## src/rtl/hqm_qed_aw_fifo_pkg.sv

```systemverilog
// Shared definitions for the AW register-file FIFO controller.
//   DEPTH : RF entries and total FIFO capacity
//   AW    : RF address width
//   DW    : RF data width
//   PW    : payload width seen on the push/pop ports
// Optional feature macro: HQM_QED_AW_FIFO_PARITY_EN
//   defined   -> PW = DW-1, the top RF bit carries payload parity
//   undefined -> PW = DW, no parity
package hqm_qed_aw_fifo_pkg;

  localparam int DEPTH = 512;
  localparam int AW    = $clog2(DEPTH);
  localparam int DW    = 17;

`ifdef HQM_QED_AW_FIFO_PARITY_EN
  localparam int PW    = DW - 1;
`else
  localparam int PW    = DW;
`endif

  typedef logic [AW-1:0] ptr_t;
  typedef logic [AW:0]   cnt_t;

endpackage

```

## src/rtl/hqm_qed_aw_fifo_obuf.sv

```systemverilog
// Two-entry in-order output buffer placed after the RF read port.
// Accepts one captured RF word per cycle and presents the head on a
// valid/ready pop interface; a capture and a pop may occur together.
//   clk, rst   : clock, async active-high reset (control state only)
//   cap_vld    : capture cap_data this cycle
//   cap_data   : RF read payload
//   out_ready  : consumer takes the head when out_valid is high
//   out_valid  : buffer holds at least one entry
//   out_data   : registered head entry
//   obuf_cnt   : number of entries held (0..2)
module hqm_qed_aw_fifo_obuf
  import hqm_qed_aw_fifo_pkg::*;
#(
  parameter int DATA_W = PW
) (
  input  logic              clk,
  input  logic              rst,
  input  logic              cap_vld,
  input  logic [DATA_W-1:0] cap_data,
  input  logic              out_ready,
  output logic              out_valid,
  output logic [DATA_W-1:0] out_data,
  output logic [1:0]        obuf_cnt
);

  logic [1:0]        cnt_q, cnt_d;
  logic [DATA_W-1:0] head_q, head_d;
  logic [DATA_W-1:0] tail_q, tail_d;
  logic              pop;

  always_comb begin
    pop    = (cnt_q != 2'd0) & out_ready;
    cnt_d  = cnt_q;
    head_d = head_q;
    tail_d = tail_q;
    case ({cap_vld, pop})
      2'b10: begin
        if (cnt_q == 2'd0) head_d = cap_data;
        else               tail_d = cap_data;
        cnt_d = cnt_q + 2'd1;
      end
      2'b01: begin
        head_d = tail_q;
        cnt_d  = cnt_q - 2'd1;
      end
      2'b11: begin
        // Count is unchanged; the new word lands behind whatever remains.
        if (cnt_q == 2'd1) begin
          head_d = cap_data;
        end else begin
          head_d = tail_q;
          tail_d = cap_data;
        end
      end
      default: ;
    endcase
  end

  always_ff @(posedge clk or posedge rst) begin
    if (rst) cnt_q <= 2'd0;
    else     cnt_q <= cnt_d;
  end

  always_ff @(posedge clk) begin
    head_q <= head_d;
    tail_q <= tail_d;
  end

  assign out_valid = (cnt_q != 2'd0);
  assign out_data  = head_q;
  assign obuf_cnt  = cnt_q;

endmodule

```

## src/rtl/hqm_qed_aw_rf_fifo_ctl.sv

```systemverilog
// FIFO controller in front of the power-gated 512x17 AW register file.
// Pushes are written straight into the RF; a read is issued whenever the
// output buffer has room for the returning word, and the word is captured
// one cycle after rf_re. All RF traffic stops while mem_pwr_ok is low.
//   clk, rst            : clock (also RF wclk/rclk), async active-high reset
//   in_valid/in_ready/in_data    : push port
//   out_valid/out_ready/out_data : pop port
//   mem_pwr_ok          : RF powered and not isolated
//   count/empty/full    : occupancy (RF + in-flight + output buffer)
//   rf_we/rf_waddr/rf_wdata : RF write port
//   rf_re/rf_raddr      : RF read port; rf_rdata valid the cycle after rf_re
//   par_err             : sticky parity error
// Optional feature macro: HQM_QED_AW_FIFO_PARITY_EN (payload parity in the
// top RF bit, checked on every captured word; par_err is 0 when undefined).
module hqm_qed_aw_rf_fifo_ctl
  import hqm_qed_aw_fifo_pkg::*;
(
  input  logic          clk,
  input  logic          rst,
  input  logic          in_valid,
  output logic          in_ready,
  input  logic [PW-1:0] in_data,
  output logic          out_valid,
  input  logic          out_ready,
  output logic [PW-1:0] out_data,
  input  logic          mem_pwr_ok,
  output cnt_t          count,
  output logic          empty,
  output logic          full,
  output logic          rf_we,
  output ptr_t          rf_waddr,
  output logic [DW-1:0] rf_wdata,
  output logic          rf_re,
  output ptr_t          rf_raddr,
  input  logic [DW-1:0] rf_rdata,
  output logic          par_err
);

`ifdef HQM_QED_AW_FIFO_PARITY_EN
  function automatic logic calc_par(input logic [PW-1:0] d);
    calc_par = ^d;
  endfunction
`endif

  logic       run_q;
  ptr_t       wptr_q, wptr_d;
  ptr_t       rptr_q, rptr_d;
  cnt_t       rf_cnt_q, rf_cnt_d;
  logic       vld_p1, vld_p1_d;
  logic [1:0] obuf_cnt;
  logic [2:0] occ;
  logic       push, pop;

  always_comb begin
    count = rf_cnt_q + cnt_t'(vld_p1) + cnt_t'(obuf_cnt);
    empty = (count == '0);
    full  = (count == cnt_t'(DEPTH));

    // run_q keeps in_ready low while reset is asserted and for the first
    // cycle after release.
    in_ready = run_q & mem_pwr_ok & ~full;
    push     = in_valid & in_ready;
    pop      = out_valid & out_ready;

    // Stage p0: push written into the RF; reads issued from committed entries
    rf_we    = push;
    rf_waddr = wptr_q;

    // A pop this cycle frees an output slot in time for the word returning
    // from a read issued now, which is what allows one pop per clock.
    occ   = 3'(obuf_cnt) + 3'(vld_p1) - 3'(pop);
    rf_re = mem_pwr_ok & (rf_cnt_q != '0) & (occ < 3'd2);
    rf_raddr = rptr_q;

    // DEPTH is a power of two, so pointer wrap is the natural AW-bit rollover.
    wptr_d   = push  ? wptr_q + ptr_t'(1) : wptr_q;
    rptr_d   = rf_re ? rptr_q + ptr_t'(1) : rptr_q;
    rf_cnt_d = rf_cnt_q + cnt_t'(push) - cnt_t'(rf_re);
    vld_p1_d = rf_re;
  end

`ifdef HQM_QED_AW_FIFO_PARITY_EN
  logic par_err_q, par_err_d;

  assign rf_wdata = {calc_par(in_data), in_data};

  always_comb begin
    par_err_d = par_err_q | (vld_p1 & (calc_par(rf_rdata[PW-1:0]) != rf_rdata[DW-1]));
  end

  always_ff @(posedge clk or posedge rst) begin
    if (rst) par_err_q <= 1'b0;
    else     par_err_q <= par_err_d;
  end

  assign par_err = par_err_q;
`else
  assign rf_wdata = in_data;
  assign par_err  = 1'b0;
`endif

  always_ff @(posedge clk or posedge rst) begin
    if (rst) begin
      run_q    <= 1'b0;
      wptr_q   <= '0;
      rptr_q   <= '0;
      rf_cnt_q <= '0;
      vld_p1   <= 1'b0;
    end else begin
      run_q    <= 1'b1;
      wptr_q   <= wptr_d;
      rptr_q   <= rptr_d;
      rf_cnt_q <= rf_cnt_d;
      vld_p1   <= vld_p1_d;
    end
  end

  // Stage p1: RF read data returns and is captured regardless of mem_pwr_ok
  hqm_qed_aw_fifo_obuf #(
    .DATA_W (PW)
  ) u_obuf (
    .clk       (clk),
    .rst       (rst),
    .cap_vld   (vld_p1),
    .cap_data  (rf_rdata[PW-1:0]),
    .out_ready (out_ready),
    .out_valid (out_valid),
    .out_data  (out_data),
    .obuf_cnt  (obuf_cnt)
  );

endmodule
```

## config.mk

```make
export PLATFORM = sky130hd
export DESIGN_NAME = hqm_qed_aw_rf_fifo_ctl
export DESIGN_NICKNAME = d
export VERILOG_FILES = /design/src/rtl/hqm_qed_aw_fifo_pkg.sv /design/src/rtl/hqm_qed_aw_fifo_obuf.sv /design/src/rtl/hqm_qed_aw_rf_fifo_ctl.sv
export SDC_FILE = /design/constraint.sdc
export NUM_CORES = 1
export LEC_CHECK = 0
export BUFFER_PORTS_ARGS = -buffer_cell sky130_fd_sc_hd__buf_4
export CORE_MARGIN = 2
export CORE_UTILIZATION = 46
export CTS_CLUSTER_DIAMETER = 40
export DETAILED_ROUTE_END_ITERATION = 10
export GPL_TIMING_DRIVEN = 0
export PLACE_DENSITY_LB_ADDON = 0.1
export REMOVE_ABC_BUFFERS = 1
export SLEW_MARGIN = 25
export SYNTH_ARGS = -nofsm -noshare
export SYNTH_HDL_FRONTEND = slang
export SYNTH_HIERARCHICAL = 1
export SYNTH_SLANG_ARGS = --single-unit
```

## constraint.sdc

```tcl
create_clock -name clk -period 4.3 [get_ports clk]
set_input_delay 0.215 -clock clk [delete_from_list [all_inputs] [get_ports clk]]
set_output_delay 0.215 -clock clk [all_outputs]
set_load 0.01 [all_outputs]
```

==> impl_metrics.json <==
{
  "max_stage_delay_ns": 0.45,
  "timing.final.crit_period_ns": 4.03,
  "clock_latency_ns": 0.35,
  "viasPerCell": 5.23,
  "synth_ff_type": "edfxtp_1",
  "synth_cells": 331,
  "mostFrequentLayoutCell": "buf_4",
  "grt_pass1_vias": 2673,
  "std_cell_rows": 33,
  "end_kind": "register",
  "yosysTopAreaCell": "edfxtp_1",
  "fill_cells": 697,
  "netlist_top_cells_area": "edfxtp_1 26%, dfrtp_1 20%, ha_1 9.7%, xnor2_1 6.2%, a221o_1 4.3%",
  "port_buffers": 72,
  "drv_slew": 0,
  "synth_seq_area_share_pct": 45.7,
  "critPathRequiredTime_ns": 4.53,
  "dieArea_um2": 9430,
  "first_pass_iters": 4,
  "maxCapViolCount": 0,
  "cts_root_buffer": "clkbuf_8",
  "worstHoldStart": "rf_rdata[5]",
  "cts-htree-levels": 3,
  "r2r_slack_ns": 0.27,
  "hold_path_end": "u_obuf/tail_q[5]$_DFFE_PP_",
  "hold_violations": 0,
  "grt_antenna_before_repair": 0,
  "drtAntennaViolNets": 0,
  "worst_slack_ns": 0.269,
  "yosysWarnings": 6,
  "synth_area_per_cell_um2": 12.0,
  "ys_types": 47,
  "synth_seq_cells": 66,
  "drtIter0Drc": 64,
  "post-place-ws_ns": -0.342,
  "fin_crit_sh_pct": 93.7,
  "hold_depth": 1,
  "reg2reg_to": "rf_cnt_q[8]$_DFF_PP0_",
  "critPathTopFamily": "adder cells",
  "grt_max_degree": 31,
  "drive_gt1_share_pct": 33.2,
  "overflow": 0,
  "ir_worst_vdd_uv": 483,
  "reg2reg_depth": 20,
  "skew_ns": 0.00953,
  "drt_wl_total_um": 7910,
  "mostFrequentLayoutCells": "74 x buf_4, 34 x edfxtp_1, 33 x inv_1, 30 x ha_1, 30 x dfrtp_1",
  "dpl.hpwl_um": 5640,
  "synth_top_area_share_pct": 25.6,
  "power.total_mw": 3.78,
  "synth_enable_flop_cells": 34,
  "r2r-start": "u_obuf/obuf_cnt[1]$_DFFE_PP0P_",
  "via_count": 2626,
  "slew_headroom_pct": 46.1,
  "cts_tree": "yes",
  "core_area_um2": 8300,
  "post-route-drc-count": 0,
  "hold_path_class": "primary input to register",
  "p_leak_nw": 2.13,
  "initial_utilization_pct": 48.0,
  "run_status": "finished clean",
  "place.gp.congestion": 0.776,
  "ios": 108,
  "fp.dieW_um": 97.1,
  "fin_nets": 466,
  "tightest_slew_ns": 0.808,
  "grt_usage_pct": 17.6,
  "synthArstFlopShare_pct": 48.5,
  "crit_path_start_kind": "register",
  "setup_violations": 0,
  "cpMaxStageDelayCell": "dfrtp_2",
  "fmax_ghz": 0.248,
  "numCtsBuffers": 9,
  "crit_type": "register to register",
  "syn_to_final_growth_pct": 21.2,
  "crit_arrival_ns": 4.26,
  "netlist_area_um2": 3990,
  "grt_first_pass_wirelength_um": 13200,
  "routedWlPerCell_um": 15.7,
  "crit_fanout": 5,
  "setup-tns-final_ns": 0,
  "cts.path.max_buffers": 2,
  "insertedDiodeCount": 0,
  "path_cells": "inv_2, ha_2, inv_1, and2_1, ha_1, nor2_2, fa_1, nand3b_1, a31oi_4, ha_1, inv_1, ha_1, inv_1, fa_1, nand2b_1, a21oi_2, o21ai_1, a21oi_2, o41ai_2, xnor2_1",
  "worst-path-buf-inv": 4,
  "clk_pin_slew_ns": 0.08,
  "die_h_um": 97.1,
  "power_density_nw_per_um2": 783,
  "cts_num_sinks": 66
}
worst reg2reg max path, cell delays in order (launching register included):
cell      delay, ns
dfrtp_2        0.45
inv_2          0.08
ha_2           0.19
inv_1          0.09
and2_1         0.17
ha_1           0.28
nor2_2         0.10
fa_1           0.40
nand3b_1       0.22
a31oi_4        0.19
ha_1           0.25
inv_1          0.06
ha_1           0.17
inv_1          0.06
fa_1           0.39
nand2b_1       0.17
a21oi_2        0.18
o21ai_1        0.09
a21oi_2        0.17
o41ai_2        0.09
xnor2_1        0.14
how the worst max path moves through the flow:
| stage | to | depth (start not counted) | from |
|---|---|---|---|
| after floorplan | rf_cnt_q[8]$_DFF_PP0_ | 20 | u_obuf/obuf_cnt[1]$_DFFE_PP0P_ |
| after global placement | rf_cnt_q[9]$_DFF_PP0_ | 18 | u_obuf/obuf_cnt[1]$_DFFE_PP0P_ |
| after detailed placement | rf_cnt_q[9]$_DFF_PP0_ | 18 | u_obuf/obuf_cnt[1]$_DFFE_PP0P_ |
| after CTS | rf_cnt_q[8]$_DFF_PP0_ | 18 | u_obuf/obuf_cnt[0]$_DFFE_PP0P_ |
| after global routing | rf_cnt_q[8]$_DFF_PP0_ | 18 | vld_p1$_DFF_PP0_ |
| final | rf_cnt_q[8]$_DFF_PP0_ | 20 | u_obuf/obuf_cnt[1]$_DFFE_PP0P_ |
per-layer routing:
layer	vias to the layer above	wire length, um	track usage [%]
li1	1264	-	-
met1	1259	3590	24.2
met2	89	3610	26.1
met3	14	551	5.25
met4	0	153	7.04
met5	-	0	0
where the power goes:
part           internal (mW)  switching [mW]
Sequential             0.933           0.165
Clock                  0.446           0.256
Combinational          0.986           0.996
state kept, by name, summed over array words and instances, names as in the netlist:
name / count
rf_cnt_q: 10
rf_raddr: 9
rf_waddr: 9
run_q: 1
u_obuf/obuf_cnt: 2
u_obuf/out_data: 17
u_obuf/tail_q: 17
vld_p1: 1
repair_timing:
item | CTS | global route
buffers inserted | 2 | 0
resized for setup | 7 | 11
pin swaps | 1 | 1
setup endpoints to repair | 5 | 3
hold buffers | 1 | 0
endpoints found under the hold margin | 2 | 0
logic make-up after synthesis:
| group | Yosys count | share of synthesized area, % |
|---|---|---|
| flip-flops | 66 | 45.7 |
| AND/OR/NAND/NOR | 65 | 9.60 |
| buffers and inverters | 61 | 8.04 |
| AO/OA/AOI/OAI | 47 | 9.98 |
| adder cells (fa/ha/maj) | 35 | 11.7 |
| XOR/XNOR | 35 | 8.16 |
| multiplexers | 20 | 6.59 |
| other | 2 | 0.188 |
cell usage after synthesis, types with 5 or more instances:
library cell and number:
nor2_1 8, dfrtp_1 32, xor2_1 6, buf_4 19
edfxtp_1 34, mux2_4 10, xnor2_1 28, ha_1 31
o21ai_0 6, inv_1 35, o2111ai_1 5, a221o_1 17
and2_1 22, nand2_1 7, mux2_2 9
per-stage QoR:
stage | utilization, % | cells | area [um2] | hold WS, ns
global route | 58.2 | 502 | 4830 | 0.0482
floorplan | - | 305 | 3800 | -0.0438
CTS | 57.9 | 502 | 4800 | 0.0451
detailed placement | 54.0 | 483 | 4480 | 0.0932
global placement | 53.9 | 482 | 4470 | 0.0831
finish | 58.2 | 502 | 4830 | 0.0595
area by class of cell:
type	count	area, um2	area share, %
Clock inverter	6	136	2.82
Timing Repair Buffer	76	577	11.9
Tap cell	105	131	2.72
Clock buffer	10	128	2.64
Sequential cell	66	1820	37.7
Multi-Input combinational cell	204	1910	39.4
Inverter	35	131	2.72
Note: power is estimated with default switching activity, not from simulation.
